### src/rtl/sample_playback_ctrl_if.sv
`default_nettype none
// ============================================================================
// Module      : sample_playback_ctrl_if
// Description : Flash read bus between the playback controller and the
//               audio image memory.
// Revision    : 1.0 - initial release
// ============================================================================
interface sample_playback_ctrl_if #(
    parameter int ADDR_W = 23
) ();
    logic              flash_read;
    logic [ADDR_W-1:0] flash_addr;
    logic              flash_waitrequest;
    logic [31:0]       flash_readdata;
    logic              flash_readdatavalid;

    modport master (
        output flash_read,
        output flash_addr,
        input  flash_waitrequest,
        input  flash_readdata,
        input  flash_readdatavalid
    );

    modport slave (
        input  flash_read,
        input  flash_addr,
        output flash_waitrequest,
        output flash_readdata,
        output flash_readdatavalid
    );
endinterface
`default_nettype wire

### src/rtl/sample_playback_ctrl.sv
`default_nettype none
// ============================================================================
// Module      : sample_playback_ctrl
// Description : Rate-divided audio playback from a 32-bit flash image, two
//               16-bit samples per word, forward or reverse.
// Revision    : 1.0 - initial release
// ============================================================================
module sample_playback_ctrl #(
    parameter int                ADDR_W    = 23,
    parameter logic [ADDR_W-1:0] LAST_ADDR = 23'h7FFFF,
    parameter logic [31:0]       MIN_DIV   = 32'd16
) (
    input  wire logic                  clk,
    input  wire logic                  rst,
    input  wire logic [31:0]           divisor,
    input  wire logic                  play,
    input  wire logic                  dir,
    input  wire logic                  restart,
    sample_playback_ctrl_if.master     flash,
    output logic      [15:0]           sample_out,
    output logic                       sample_valid,
    output logic                       underrun
);

    typedef enum logic [1:0] {
        S_IDLE      = 2'd0,
        S_REQ       = 2'd1,
        S_WAIT_DATA = 2'd2
    } state_t;

    localparam logic [ADDR_W-1:0] c_addr_one  = {{(ADDR_W-1){1'b0}}, 1'b1};
    localparam logic [31:0]       c_count_one = 32'd1;

    state_t            r_state;
    state_t            w_state_next;
    logic [31:0]       r_count;
    logic [ADDR_W-1:0] r_addr;
    logic              r_half;
    logic              r_word_dir;
    logic              r_restart_pending;
    logic [15:0]       r_second;
    logic [15:0]       r_sample;
    logic              r_sample_valid;
    logic              r_underrun;

    logic [31:0]       w_div_eff;
    logic [32:0]       w_limit;
    logic              w_tick;
    logic [ADDR_W-1:0] w_addr_adv;
    logic [ADDR_W-1:0] w_start_addr;
    logic              w_flash_read;
    logic              w_fetch;
    logic              w_emit_second;
    logic              w_accept;
    logic              w_apply_restart;
    logic              w_drop;

    // Compare is 33 bits wide so 2*div_eff cannot overflow for large divisors.
    assign w_div_eff = (divisor < MIN_DIV) ? MIN_DIV : divisor;
    assign w_limit   = {w_div_eff, 1'b0} - 33'd1;
    assign w_tick    = play && ({1'b0, r_count} >= w_limit);

    // The word in flight advances in the direction it was fetched with.
    assign w_addr_adv = r_word_dir
                      ? ((r_addr == '0)        ? LAST_ADDR : r_addr - c_addr_one)
                      : ((r_addr == LAST_ADDR) ? '0        : r_addr + c_addr_one);
    assign w_start_addr = dir ? LAST_ADDR : '0;

    always_ff @(posedge clk) begin
        if (rst) begin
            r_state <= S_IDLE;
        end else begin
            r_state <= w_state_next;
        end
    end

    always_comb begin
        w_state_next    = r_state;
        w_flash_read    = 1'b0;
        w_fetch         = 1'b0;
        w_emit_second   = 1'b0;
        w_accept        = 1'b0;
        w_apply_restart = 1'b0;
        w_drop          = 1'b0;
        case (r_state)
            S_IDLE: begin
                if (restart) begin
                    w_apply_restart = 1'b1;
                end else if (w_tick) begin
                    if (!r_half) begin
                        w_fetch      = 1'b1;
                        w_state_next = S_REQ;
                    end else begin
                        w_emit_second = 1'b1;
                    end
                end
            end
            S_REQ: begin
                w_flash_read = 1'b1;
                w_drop       = w_tick;
                if (!flash.flash_waitrequest) begin
                    w_state_next = S_WAIT_DATA;
                end
            end
            S_WAIT_DATA: begin
                w_drop = w_tick;
                if (flash.flash_readdatavalid) begin
                    w_state_next = S_IDLE;
                    // A restart seen during the read discards the returning word.
                    if (r_restart_pending || restart) begin
                        w_apply_restart = 1'b1;
                    end else begin
                        w_accept = 1'b1;
                    end
                end
            end
            default: w_state_next = S_IDLE;
        endcase
    end

    always_ff @(posedge clk) begin
        if (rst) begin
            r_count           <= '0;
            r_addr            <= '0;
            r_half            <= 1'b0;
            r_word_dir        <= 1'b0;
            r_restart_pending <= 1'b0;
            r_second          <= '0;
            r_sample          <= '0;
            r_sample_valid    <= 1'b0;
            r_underrun        <= 1'b0;
        end else begin
            r_sample_valid <= 1'b0;

            if (w_apply_restart || w_tick) begin
                r_count <= '0;
            end else if (play) begin
                r_count <= r_count + c_count_one;
            end

            if (w_drop) begin
                r_underrun <= 1'b1;
            end
            if (restart && (r_state != S_IDLE)) begin
                r_restart_pending <= 1'b1;
            end
            if (w_fetch) begin
                r_word_dir <= dir;
            end

            if (w_accept) begin
                r_sample       <= r_word_dir ? flash.flash_readdata[31:16] : flash.flash_readdata[15:0];
                r_second       <= r_word_dir ? flash.flash_readdata[15:0]  : flash.flash_readdata[31:16];
                r_sample_valid <= 1'b1;
                r_half         <= 1'b1;
            end
            if (w_emit_second) begin
                r_sample       <= r_second;
                r_sample_valid <= 1'b1;
                r_half         <= 1'b0;
                r_addr         <= w_addr_adv;
            end

            // Last so that it wins over an underrun or pending set this cycle.
            if (w_apply_restart) begin
                r_addr            <= w_start_addr;
                r_half            <= 1'b0;
                r_underrun        <= 1'b0;
                r_restart_pending <= 1'b0;
            end
        end
    end

    assign flash.flash_read = w_flash_read;
    assign flash.flash_addr = r_addr;
    assign sample_out       = r_sample;
    assign sample_valid     = r_sample_valid;
    assign underrun         = r_underrun;

endmodule
`default_nettype wire
### src/flat_wrapper.sv
// flat-port wrapper written by rule: the top's interface ports become plain ports
module sample_playback_ctrl_flat 
#(
    parameter int                ADDR_W    = 23,
    parameter logic [ADDR_W-1:0] LAST_ADDR = 23'h7FFFF,
    parameter logic [31:0]       MIN_DIV   = 32'd16
)
  (clk, rst, divisor, play, dir, restart, sample_out, sample_valid, underrun, flash_flash_read, flash_flash_addr, flash_flash_waitrequest, flash_flash_readdata, flash_flash_readdatavalid);
  sample_playback_ctrl_if #(.ADDR_W(ADDR_W)) flash_i ();
  input  wire logic clk;
  input  wire logic rst;
  input  wire logic [31:0] divisor;
  input  wire logic play;
  input  wire logic dir;
  input  wire logic restart;
  output logic      [15:0] sample_out;
  output logic sample_valid;
  output logic underrun;
  output wire logic [$bits(flash_i.flash_read)-1:0] flash_flash_read;
  output wire logic [$bits(flash_i.flash_addr)-1:0] flash_flash_addr;
  input wire logic [$bits(flash_i.flash_waitrequest)-1:0] flash_flash_waitrequest;
  input wire logic [$bits(flash_i.flash_readdata)-1:0] flash_flash_readdata;
  input wire logic [$bits(flash_i.flash_readdatavalid)-1:0] flash_flash_readdatavalid;
  assign flash_flash_read = flash_i.flash_read;
  assign flash_flash_addr = flash_i.flash_addr;
  assign flash_i.flash_waitrequest = flash_flash_waitrequest;
  assign flash_i.flash_readdata = flash_flash_readdata;
  assign flash_i.flash_readdatavalid = flash_flash_readdatavalid;
  sample_playback_ctrl #(.ADDR_W(ADDR_W), .LAST_ADDR(LAST_ADDR), .MIN_DIV(MIN_DIV)) u_core (.clk(clk), .rst(rst), .divisor(divisor), .play(play), .dir(dir), .restart(restart), .flash(flash_i), .sample_out(sample_out), .sample_valid(sample_valid), .underrun(underrun));
endmodule
### config.mk
export PLATFORM = sky130hd
export DESIGN_NAME = sample_playback_ctrl_flat
export DESIGN_NICKNAME = d
export VERILOG_FILES = /design/src/rtl/sample_playback_ctrl_if.sv /design/src/rtl/sample_playback_ctrl.sv /design/src/flat_wrapper.sv
export SDC_FILE = /design/constraint.sdc
export NUM_CORES = 1
export LEC_CHECK = 0
export ABC_CLOCK_PERIOD_IN_PS = 9410
export CAP_MARGIN = 40
export CORE_ASPECT_RATIO = 1.5
export CORE_MARGIN = 2
export CORE_UTILIZATION = 42
export CTS_CLUSTER_SIZE = 30
export DETAILED_ROUTE_END_ITERATION = 8
export PLACE_DENSITY_LB_ADDON = 0.08
export REMOVE_ABC_BUFFERS = 1
export SLEW_MARGIN = 5
export SYNTH_ARGS = -nofsm -noshare
export SYNTH_HDL_FRONTEND = slang
export SYNTH_SLANG_ARGS = --single-unit
### constraint.sdc
create_clock -name clk -period 9.41 [get_ports clk]
set_input_delay 1.882 -clock clk [delete_from_list [all_inputs] [get_ports clk]]
set_output_delay 1.882 -clock clk [all_outputs]
set_load 0.03 [all_outputs]
==> results by group, run 1 <==
Synthesis
  – Top-count cell post-synth: nor2_1
  – Post-Synthesis Cell Area: roughly 6600 um^2
  – Predominant post-synthesis flop cell: dfxtp_1
  – Post-Syn Area per Cell: ~7.8 um^2
  – Post-synthesis instance total: roughly 840
  – Netlist cell types: 64
  – Multiplexer share of the synthesized area: 5.50%
  – Post-synth ARST share: 0%
  – Post-synth EDFFs: 0
  – Area contributors post-synth: dfxtp_1 (29%), ha_1 (7.4%), nor2_1 (6.1%), mux2i_1 (5.3%), nand2_1 (5.3%)
  – Number of synthesis warnings: 0
  – Xor-xnor portion of the synthesized cell area: 9.46%
  – Simple-Gate Fraction of Synth Area: 26.6%
  – Post-synth top area share: 28.6%
  – Most frequent cells after synthesis: nor2_1 (107), dfxtp_1 (94), nand2_1 (93), a21oi_1 (48)
  – Adder-Cell Fraction of Synth Area: about 7.4%
  – Seq/Total Area, Yosys: 28.6%
  – Largest area contributor in the netlist: dfxtp_1
  – #FFs+latches synth: between 90 and 100
  – Synth Area in Compound Gates: about 19%
  – Largest family of logic cells by synthesized area: simple AND/OR/NAND/NOR gates

Pwr
  – Sw Ratio: roughly 29%
  – NetSw: 0.264 mW
  – Internal: 0.654 mW
  – Max VDD drop: approximately 0.11 mV
  – Part of the power in the clock network: approximately two fifths
  – Combinational Power Share: between 10% and 20%
  – Pwr dens: roughly 110 nW/um^2
  – Seq pwr share: 45.4%
  – LEAKAGE: 2.72 nW

Setup path
  – Crit Path Category: in2reg
  – CP max-delay cell: nor4_1
  – WP buf/inv: 3
  – Nature of the critical path startpoint: input port
  – Top Family by Delay on Critical Path: simple AND/OR/NAND/NOR gates
  – Worst Path Max Fanout: 23
  – Worst EP required: ~9.6 ns
  – Critical Path End Type: flop
  – Largest stage delay on the critical path: 0.56 ns
  – WP data arrival: between 7 and 8 ns
  – Critical Path Most Common Cell: nand2_1
  – Cell-by-cell trace of the critical path: clkdlybuf4s50_1 -> nor4_2 -> nand2_1 -> nor4_1 -> buf_4 -> nand2b_1 -> ha_1 -> nand2_1 -> nor4_1 -> and4_1 -> nand2_1 -> xor2_1 -> ha_1 -> nand4_1 -> nor4_1 -> nand2_1 -> o41ai_1 -> a21o_1 -> nand2_1 -> buf_16 -> a2111oi_0 -> a311oi_1

Placed design
  – Port buffer count: between 100 and 150
  – Placed cells: ~1100
  – DP Wirelength: about 15 mm
  – Placer Congestion: between 0.9 and 1

Routing
  – DRC errors left: 0
  – Avg WL per Cell: between 15 and 20 um
  – TritonRoute pass-1 iters: 5
  – Total Wirelength: between 15 and 20 mm
  – Drt via density: between 5 and 6
  – ANT nets after route: 0
  – Initial DRC count: 383
  – Vias: ~6600

Timing
  – Slew of the pin with the lowest slew margin: just under 0.9 ns
  – Final hold viol count: 0
  – Fin crit share: about four fifths
  – Post-layout min period: ~7.6 ns
  – Final Max Tran Viols: 0
  – F_max: between 0.1 and 0.15 GHz
  – Endpoints failing setup: 0
  – Setup tns final: 0 ns
  – Clk_skew: ~0.012 ns
  – RSZ-0062 raised after global routing: no
  – Slew margin rel.: between 40% and 50%

CTS
  – Post-CTS sizing: 0
  – Root buffer cell: clkbuf_16
  – Cts hold-fix bufs: 0
  – Clk sink count: 94
  – Clock-pin transition on the worst setup and hold timing paths: about 0.07 ns
  – CTS tree: done
  – Post-CTS setup buffer count: 0
  – Longest Clk Path Bufs: 2
  – H-tree levels: 3
  – Worst skew pair latency: ~0.35 ns
  – Num CTS Buffers: 9

GRT
  – Overflow after GRT: 0
  – Largest net degree at the start of global routing: 70
  – Vias in the first global route: ~6400
  – First-pass GRT wire length: ~31 mm
  – GRT Total Usage: between 20% and 30%
  – Antenna violations before repair: 0

Die
  – Core footprint: around 15000 um^2
  – Die area: roughly 17000 um^2
  – Die W: between 100 and 150 um
  – Initial core utilization: approximately 42%
  – Num ports: 113
  – Die Ht: 157 um
  – Row Count: 56

Final layout
  – ANT cells: 0
  – Area of the multi-input gates: 4450 um^2
  – Final net count: 1040
  – Non-Filler Instances: about 1100
  – P&R area growth vs syn: 24.6%
  – Layout cell share with drive strength beyond 1: under 10%
  – FF+latch area: 1880 um^2
  – Filler instances: between 1500 and 2000

Job
  – Max_cap viols: 0

Min path
  – Min-delay worst type: reg2reg

Run status
  – Status: finished, final reports clean
==> logic make-up after synthesis <==
| family | Yosys count |
|---|---|
| simple gates | 355 |
| mux | 36 |
| compound gates | 182 |
| buf+inv | 62 |
| xor+xnor | 71 |
| flops | 94 |
| fa+ha+maj | 39 |
==> metrics by stage <==
stage	power, mW	area (um^2)	setup slack, ns	utilization (%)	hold slack [ns]
floorplan	0.487	6400	2.02	-	0.426
global placement	0.559	7830	1.33	50.6	0.437
detailed placement	0.561	7900	1.49	51.0	0.443
CTS	0.927	8190	1.86	52.9	0.458
global route	0.955	8190	1.12	52.9	0.475
finish	0.918	8190	1.86	52.9	0.454
==> worst min-delay path: stages (launching register included) <==
cell and delay (ns):
dfxtp_1 0.31, nand2_1 0.05, a21oi_1 0.05
==> final cells by class <==
class                           count  area share (%)
Timing Repair Buffer              123            15.2
Clock inverter                      7           0.779
Tap cell                          203            3.10
Clock buffer                        9            2.75
Multi-Input combinational cell    683            54.3
Sequential cell                    94            23.0
Inverter                           19           0.870
==> cell usage in the layout, fill, tap and decap left out, types with 7 or more instances in the layout <==
master	instances
a211oi_1	18
a21oi_1	48
a31oi_1	7
and3_1	10
buf_4	7
clkbuf_16	9
clkdlybuf4s50_1	112
dfxtp_1	93
ha_1	39
inv_1	19
mux2i_1	35
nand2_1	93
nand2b_1	8
nand3_1	33
nand4_1	26
nor2_1	107
nor2b_1	7
nor3_1	26
nor4_1	11
o211ai_1	21
o21ai_0	29
o31ai_1	9
xnor2_1	39
xor2_1	32
==> power by group through the flow <==
| stage | clock network, mW | registers [mW] | logic, mW |
|---|---|---|---|
| 2_1_floorplan | 0 | 0.432 | 0.0558 |
| 3_3_place_gp | 0 | 0.425 | 0.134 |
| 3_5_place_dp | 0 | 0.425 | 0.136 |
| 4_1_cts | 0.374 | 0.416 | 0.137 |
| 5_1_grt | 0.389 | 0.417 | 0.149 |
| 6_report | 0.364 | 0.416 | 0.137 |
==> flip-flops by register name, summed over array words and instances, names as in the netlist <==
name / flops
u_core.r_count: 32
u_core.flash.flash_addr: 23
u_core.r_second: 16
u_core.sample_out: 16
u_core.r_state: 2
u_core.r_half: 1
u_core.r_restart_pending: 1
u_core.r_word_dir: 1
u_core.sample_valid: 1
u_core.underrun: 1
==> worst paths after layout <==
check,end,depth (start not counted),startpoint,slack [ns]
hold reg to reg,u_core.sample_out[4],2,u_core.r_second[4],0.45
setup / recovery,u_core.flash.flash_addr[1],22,divisor[24],1.86
hold / removal,u_core.sample_out[4],2,u_core.r_second[4],0.45
setup reg to reg,u_core.flash.flash_addr[1],10,u_core.r_count[24],6.13
==> metal layers <==
metal / vias up / wire length (um) / track usage, % / share of wire, %
li1: 3248 / - / - / -
met1: 3112 / 7650 / 25.9 / 39
met2: 199 / 10200 / 43.2 / 52
met3: 44 / 974 / 3.81 / 5.0
met4: 0 / 703 / 10.5 / 3.6
met5: - / 0 / 0 / 0
No activity file was read; power rests on OpenSTA's default activity.
==> run 2, diff against run 1 <==
--- a/config.mk
+++ b/config.mk
@@ -5,7 +5,7 @@
 export SDC_FILE = /design/constraint.sdc
 export NUM_CORES = 1
 export LEC_CHECK = 0
-export ABC_CLOCK_PERIOD_IN_PS = 9410
+export ABC_CLOCK_PERIOD_IN_PS = 6800
 export CAP_MARGIN = 40
 export CORE_ASPECT_RATIO = 1.5
 export CORE_MARGIN = 2
==> constraint.sdc (replaced) <==
create_clock -name clk -period 6.8 [get_ports clk]
set_input_delay 1.36 -clock clk [delete_from_list [all_inputs] [get_ports clk]]
set_output_delay 1.36 -clock clk [all_outputs]
set_load 0.03 [all_outputs]
==> results by group, run 2 (same netlist as run 1, synthesis figures left out) <==
Timing
  – Endpoints failing setup: 0
  – Fin crit share: 91.0%
  – Post-layout min period: between 6 and 7 ns
  – F_max: roughly 0.16 GHz
  – RSZ-0062 raised after global routing: no
  – Clk_skew: around 0.010 ns
  – Final Max Tran Viols: 0
  – Slew margin rel.: 42.8%
  – Slew of the pin with the lowest slew margin: roughly 0.85 ns
  – Final hold viol count: 0
  – Setup tns final: 0 ns

Setup path
  – Critical Path Most Common Cell: nand2_1
  – R2R setup slack: roughly 3.8 ns
  – Cell-by-cell trace of the critical path: clkdlybuf4s50_1 -> nor4_4 -> nand3_2 -> nor4_2 -> nand2b_1 -> ha_1 -> nand2_1 -> nor4_1 -> buf_4 -> and4_1 -> nand2_1 -> xor2_1 -> ha_1 -> nand4_1 -> nor4_2 -> nand2_1 -> o41ai_2 -> a21oi_1 -> buf_4 -> nor2_4 -> buf_12 -> nor3_1 -> a311oi_1
  – WP buf/inv: 4
  – Critical Path End Type: flop
  – Largest stage delay on the critical path: about 0.52 ns
  – RR Startpoint: u_core.flash.flash_addr[0]
  – WP data arrival: around 6.4 ns
  – Worst setup path end: u_core.flash.flash_addr[4]
  – Worst r2r path cells: 9
  – Crit Path Category: in2reg
  – Worst EP required: a little over 7 ns
  – Crit path from: divisor[8]
  – CP max-delay cell: clkdlybuf4s50_1
  – Worst Path Max Fanout: 42
  – Worst r2r dst: u_core.flash.flash_addr[22]
  – Top Family by Delay on Critical Path: simple AND/OR/NAND/NOR gates
  – Nature of the critical path startpoint: input port
  – Instance count on the critical path: 23

Routing
  – Initial DRC count: ~360
  – Drt via density: slightly below 6
  – Vias: ~6700
  – DRC errors left: 0
  – Avg WL per Cell: 17.6 um
  – ANT nets after route: 0
  – TritonRoute pass-1 iters: 5
  – Total Wirelength: 20.3 mm

GRT
  – Antenna violations before repair: 0
  – GRT Total Usage: about a quarter
  – Vias in the first global route: 6634
  – First-pass GRT wire length: ~33 mm
  – Largest net degree at the start of global routing: between 60 and 70
  – Overflow after GRT: 0

Run status
  – Status: finished, final reports clean

Final layout
  – Core Util, Final: between 50% and 60%
  – Layout cell share with drive strength beyond 1: between 6 and 7%
  – Commonest non-fill, non-tap cell in the layout: clkdlybuf4s50_1
  – Most flop-heavy register: u_core.r_count
  – Final net count: approximately 1100
  – P&R area growth vs syn: 27.0%
  – Post-route cell area: roughly 8400 um^2
  – Max reg flops: 32
  – Commonest cells after routing, fill and taps aside: clkdlybuf4s50_1 (112), nor2_1 (107), nand2_1 (93), dfxtp_1 (93), a21oi_1 (48)
  – ANT cells: 0

Min path
  – Hold path depth: 2
  – Min-delay worst type: reg2reg

CTS
  – Longest Clk Path Bufs: 2
  – Num CTS Buffers: 9
  – Root buffer cell: clkbuf_16
  – Clk sink count: 94
  – Worst skew pair latency: around 0.35 ns
  – H-tree levels: 3
  – Cts hold-fix bufs: 0
  – Clock-pin transition on the worst setup and hold timing paths: 0.07 ns
  – CTS tree: done

Die
  – Core footprint: 15500 um^2
  – Die W: 106 um
  – Die Ht: about 160 um
  – Row Count: 56
  – Num ports: ~110
  – Initial core utilization: a little over two fifths
  – Die area: between 15000 and 20000 um^2

Pwr
  – LEAKAGE: between 2 and 3 nW
  – Max VDD drop: between 0.1 and 0.15 mV
  – Pwr dens: 160 nW/um^2

Placed design
  – Placer Congestion: 0.901
  – DP Wirelength: about 15 mm
  – Port buffer count: 112
  – Area post-placement: between 7000 and 8000 um^2

Job
  – Max_cap viols: 0
-- run 2: how the worst min path moves through the flow --
stage | start | end | slack [ns]
4_1_cts | u_core.r_second[0] | u_core.sample_out[0] | 0.45
5_1_grt | u_core.r_second[0] | u_core.sample_out[0] | 0.47
3_5_place_dp | u_core.r_second[12] | u_core.sample_out[12] | 0.45
2_1_floorplan | u_core.r_second[0] | u_core.sample_out[0] | 0.43
6_report | u_core.r_second[0] | u_core.sample_out[0] | 0.45
3_3_place_gp | u_core.r_second[1] | u_core.sample_out[1] | 0.44
-- run 2: cell type report --
type,count,area (um^2)
Timing Repair Buffer,137,1330
Multi-Input combinational cell,683,4490
Clock inverter,6,93.8
Fill cell,1518,7130
Clock buffer,9,225
Inverter,19,71.3
Tap cell,203,254
Sequential cell,94,1880
-- run 2: layer usage --
layer	wire length (um)	GRT usage (%)	up-vias
met5	0	0	-
met4	686	11.0	0
met3	989	3.35	49
met2	10900	46.0	203
met1	7650	27.2	3185
li1	-	-	3288
-- run 2: what timing repair did --
item                                   CTS  global route
resized for setup                        0             6
endpoints found under the hold margin    0             0
setup endpoints to repair                0            43
setup buffers                            0             0
-- run 2: power breakdown --
group	internal (mW)	switching (mW)
combinational	0.0926	0.104
clock	0.325	0.235
sequential	0.558	0.0181
total	0.976	0.357
-- run 2: worst reg2reg max path, delay by kind of cell (launching register included) --
kind,cells,cell delay [ns]
fa+ha+maj,1,0.28
flops,1,0.45
simple gates,3,1.30
compound gates,5,0.83
-- run 2: per-stage QoR --
step,hold WS (ns),power [mW],setup WS (ns),cells
2_1_floorplan,0.426,0.675,-0.0670,796
4_1_cts,0.453,1.35,0.403,1151
3_5_place_dp,0.451,0.782,0.0916,1136
3_3_place_gp,0.439,0.778,0.267,1135
5_1_grt,0.469,1.38,0.00648,1151
6_report,0.455,1.33,0.611,1151
==> run 3, diff against run 2 <==
--- a/config.mk
+++ b/config.mk
@@ -12,6 +12,7 @@
 export CORE_UTILIZATION = 42
 export CTS_CLUSTER_SIZE = 30
 export DETAILED_ROUTE_END_ITERATION = 8
+export DONT_BUFFER_PORTS = 1
 export PLACE_DENSITY_LB_ADDON = 0.08
 export REMOVE_ABC_BUFFERS = 1
 export SLEW_MARGIN = 5
==> results by group, run 3 (same netlist as run 1, synthesis figures left out) <==
CTS
  – Num CTS Buffers: 9
  – Post-CTS sizing: 0
  – Clock-pin transition on the worst setup and hold timing paths: 0.07 ns
  – H-tree levels: 3
  – Worst skew pair latency: 0.35 ns
  – Cts hold-fix bufs: 0
  – Clk sink count: 94
  – CTS tree: done
  – Longest Clk Path Bufs: 2
  – Post-CTS setup buffer count: 0
  – Root buffer cell: clkbuf_16

Timing
  – Post-layout min period: 6.10 ns
  – Slew margin rel.: ~36%
  – F_max: approximately 0.16 GHz
  – Final hold viol count: 0
  – Final Max Tran Viols: 0
  – RSZ-0062 raised after global routing: no
  – Fin crit share: approximately 90%
  – Final hold slack: 0.450 ns
  – Slew of the pin with the lowest slew margin: between 0.9 and 1 ns
  – Endpoints failing setup: 0
  – Clk_skew: around 0.0076 ns

Setup path
  – Cell-by-cell trace of the critical path: nor4_2 -> nand2_1 -> nor4_1 -> nand2b_1 -> ha_1 -> nand2_1 -> nor4_1 -> buf_4 -> and4_1 -> nand2_1 -> xor2_1 -> ha_1 -> nand4_1 -> nor4_1 -> nand2_1 -> o41ai_1 -> a21oi_1 -> buf_4 -> or4b_1 -> a21oi_1 -> o31ai_1
  – Worst Path Max Fanout: 10
  – Nature of the critical path startpoint: input port
  – Largest stage delay on the critical path: 0.53 ns
  – Critical Path Most Common Cell: nand2_1
  – Worst EP required: roughly 7.0 ns
  – WP data arrival: 6.32 ns
  – CP max-delay cell: or4b_1
  – Crit Path Category: in2reg
  – Critical Path End Type: flop

Final layout
  – P&R area growth vs syn: 7.69%
  – Non-Filler Instances: roughly 1000
  – Layout cell share with drive strength beyond 1: about 6%
  – Most flop-heavy register: u_core.r_count
  – Commonest cells after routing, fill and taps aside: nor2_1 (107), nand2_1 (93), dfxtp_1 (93)
  – Final net count: slightly above 900
  – Filler instances: approximately 1600
  – ANT cells: 0
  – Max reg flops: 32
  – Commonest non-fill, non-tap cell in the layout: nor2_1

GRT
  – Met1 Resource Use GR: between 20% and 30%
  – Antenna violations before repair: 0
  – Global route hottest layer: met2
  – GR Util met3: under 10%
  – Met2 Use GR: between 40% and 50%
  – GRT Total Usage: between 20% and 30%
  – Overflow after GRT: 0
  – First-pass GRT wire length: 31.3 mm
  – Vias in the first global route: 6246
  – Largest net degree at the start of global routing: between 70 and 80

Pwr
  – Final Power: roughly 1.2 mW
  – Part of the power in the clock network: between 40% and 50%
  – Internal: about 0.86 mW
  – Seq pwr share: 49.5%
  – LEAKAGE: between 2 and 2.5 nW
  – Max VDD drop: roughly 0.11 mV
  – Combinational Power Share: under 10%
  – Sw Ratio: around 28%
  – Pwr dens: between 150 and 200 nW/um^2
  – NetSw: roughly 0.34 mW

Placed design
  – Placed cells: ~1000
  – Port buffer count: 0
  – DP Wirelength: between 10 and 15 mm
  – Placer Congestion: 0.914

Die
  – Die Ht: between 150 and 200 um
  – Die W: about 110 um
  – Die area: about 17000 um^2
  – Num ports: between 100 and 150
  – Row Count: 56
  – Core footprint: 15500 um^2
  – Initial core utilization: a little over two fifths

Routing
  – ANT nets after route: 0
  – Initial DRC count: roughly 280
  – DRC errors left: 0
  – Avg WL per Cell: 18.9 um
  – Drt via density: roughly 6.0
  – Total Wirelength: 19.5 mm
  – TritonRoute pass-1 iters: 5
  – Vias: slightly above 6000

Job
  – Max_cap viols: 0

Min path
  – Min-delay worst type: reg2reg

Run status
  – Status: finished, final reports clean
run 3: cell count changes in the layout (fill, tap and decap cells not counted), sizes merged:
cell | before | now
buf | 25 | 16
clkinv | 1 | 2
clkinvlp | 0 | 1
bufinv | 2 | 0
inv | 22 | 23
clkdlybuf4s50 | 112 | 0
run 3: power by group through the flow:
stage               registers (mW)  clock network (mW)  logic [mW]
floorplan                    0.597                   0      0.0772
global placement             0.604                   0       0.101
detailed placement           0.604                   0       0.103
CTS                          0.592               0.513       0.104
global route                 0.594               0.533       0.115
finish                       0.592               0.501       0.103
run 3: final timing paths:
| check | startpoint | end | slack, ns | cells past startpoint |
|---|---|---|---|---|
| worst min register to register | u_core.r_second[4] | u_core.sample_out[4] | 0.45 | 2 |
| worst max-delay path | divisor[26] | u_core.flash.flash_addr[16] | 0.70 | 21 |
| worst max register to register | u_core.flash.flash_addr[0] | u_core.flash.flash_addr[22] | 3.58 | 8 |
| worst min-delay path | u_core.r_second[4] | u_core.sample_out[4] | 0.45 | 2 |
run 3: per-layer routing:
| layer | share of wire, % | wire (um) |
|---|---|---|
| met2 | 54 | 10500 |
| met1 | 37 | 7160 |
| met3 | 6.1 | 1180 |
| met5 | 0 | 0 |
| met4 | 3.3 | 646 |
run 3: worst max-delay path: cells and delay by family:
family | cells | cell delay (ns)
simple gates | 12 | 3.05
compound gates | 4 | 0.84
fa+ha+maj | 2 | 0.51
buf+inv | 2 | 0.37
xor+xnor | 1 | 0.15
run 3: layout make-up:
class                           instances  area (um^2)  area share [%]
Inverter                               19         71.3            1.01
Clock inverter                          7         63.8           0.901
Timing Repair Buffer                   16          130            1.84
Tap cell                              203          254            3.59
Clock buffer                            9          225            3.18
Sequential cell                        94         1880            26.6
Multi-Input combinational cell        683         4450            62.9
run 3: per-stage QoR:
step	worst slack, ns	area (um^2)	TNS (ns)	util (%)
finish	0.698	7080	0	45.7
global route	0.0154	7080	0	45.7
CTS	0.669	7080	0	45.7
detailed placement	0.333	6790	0	43.9
global placement	0.484	6790	0	43.8
floorplan	-0.0670	6400	-2.14	-
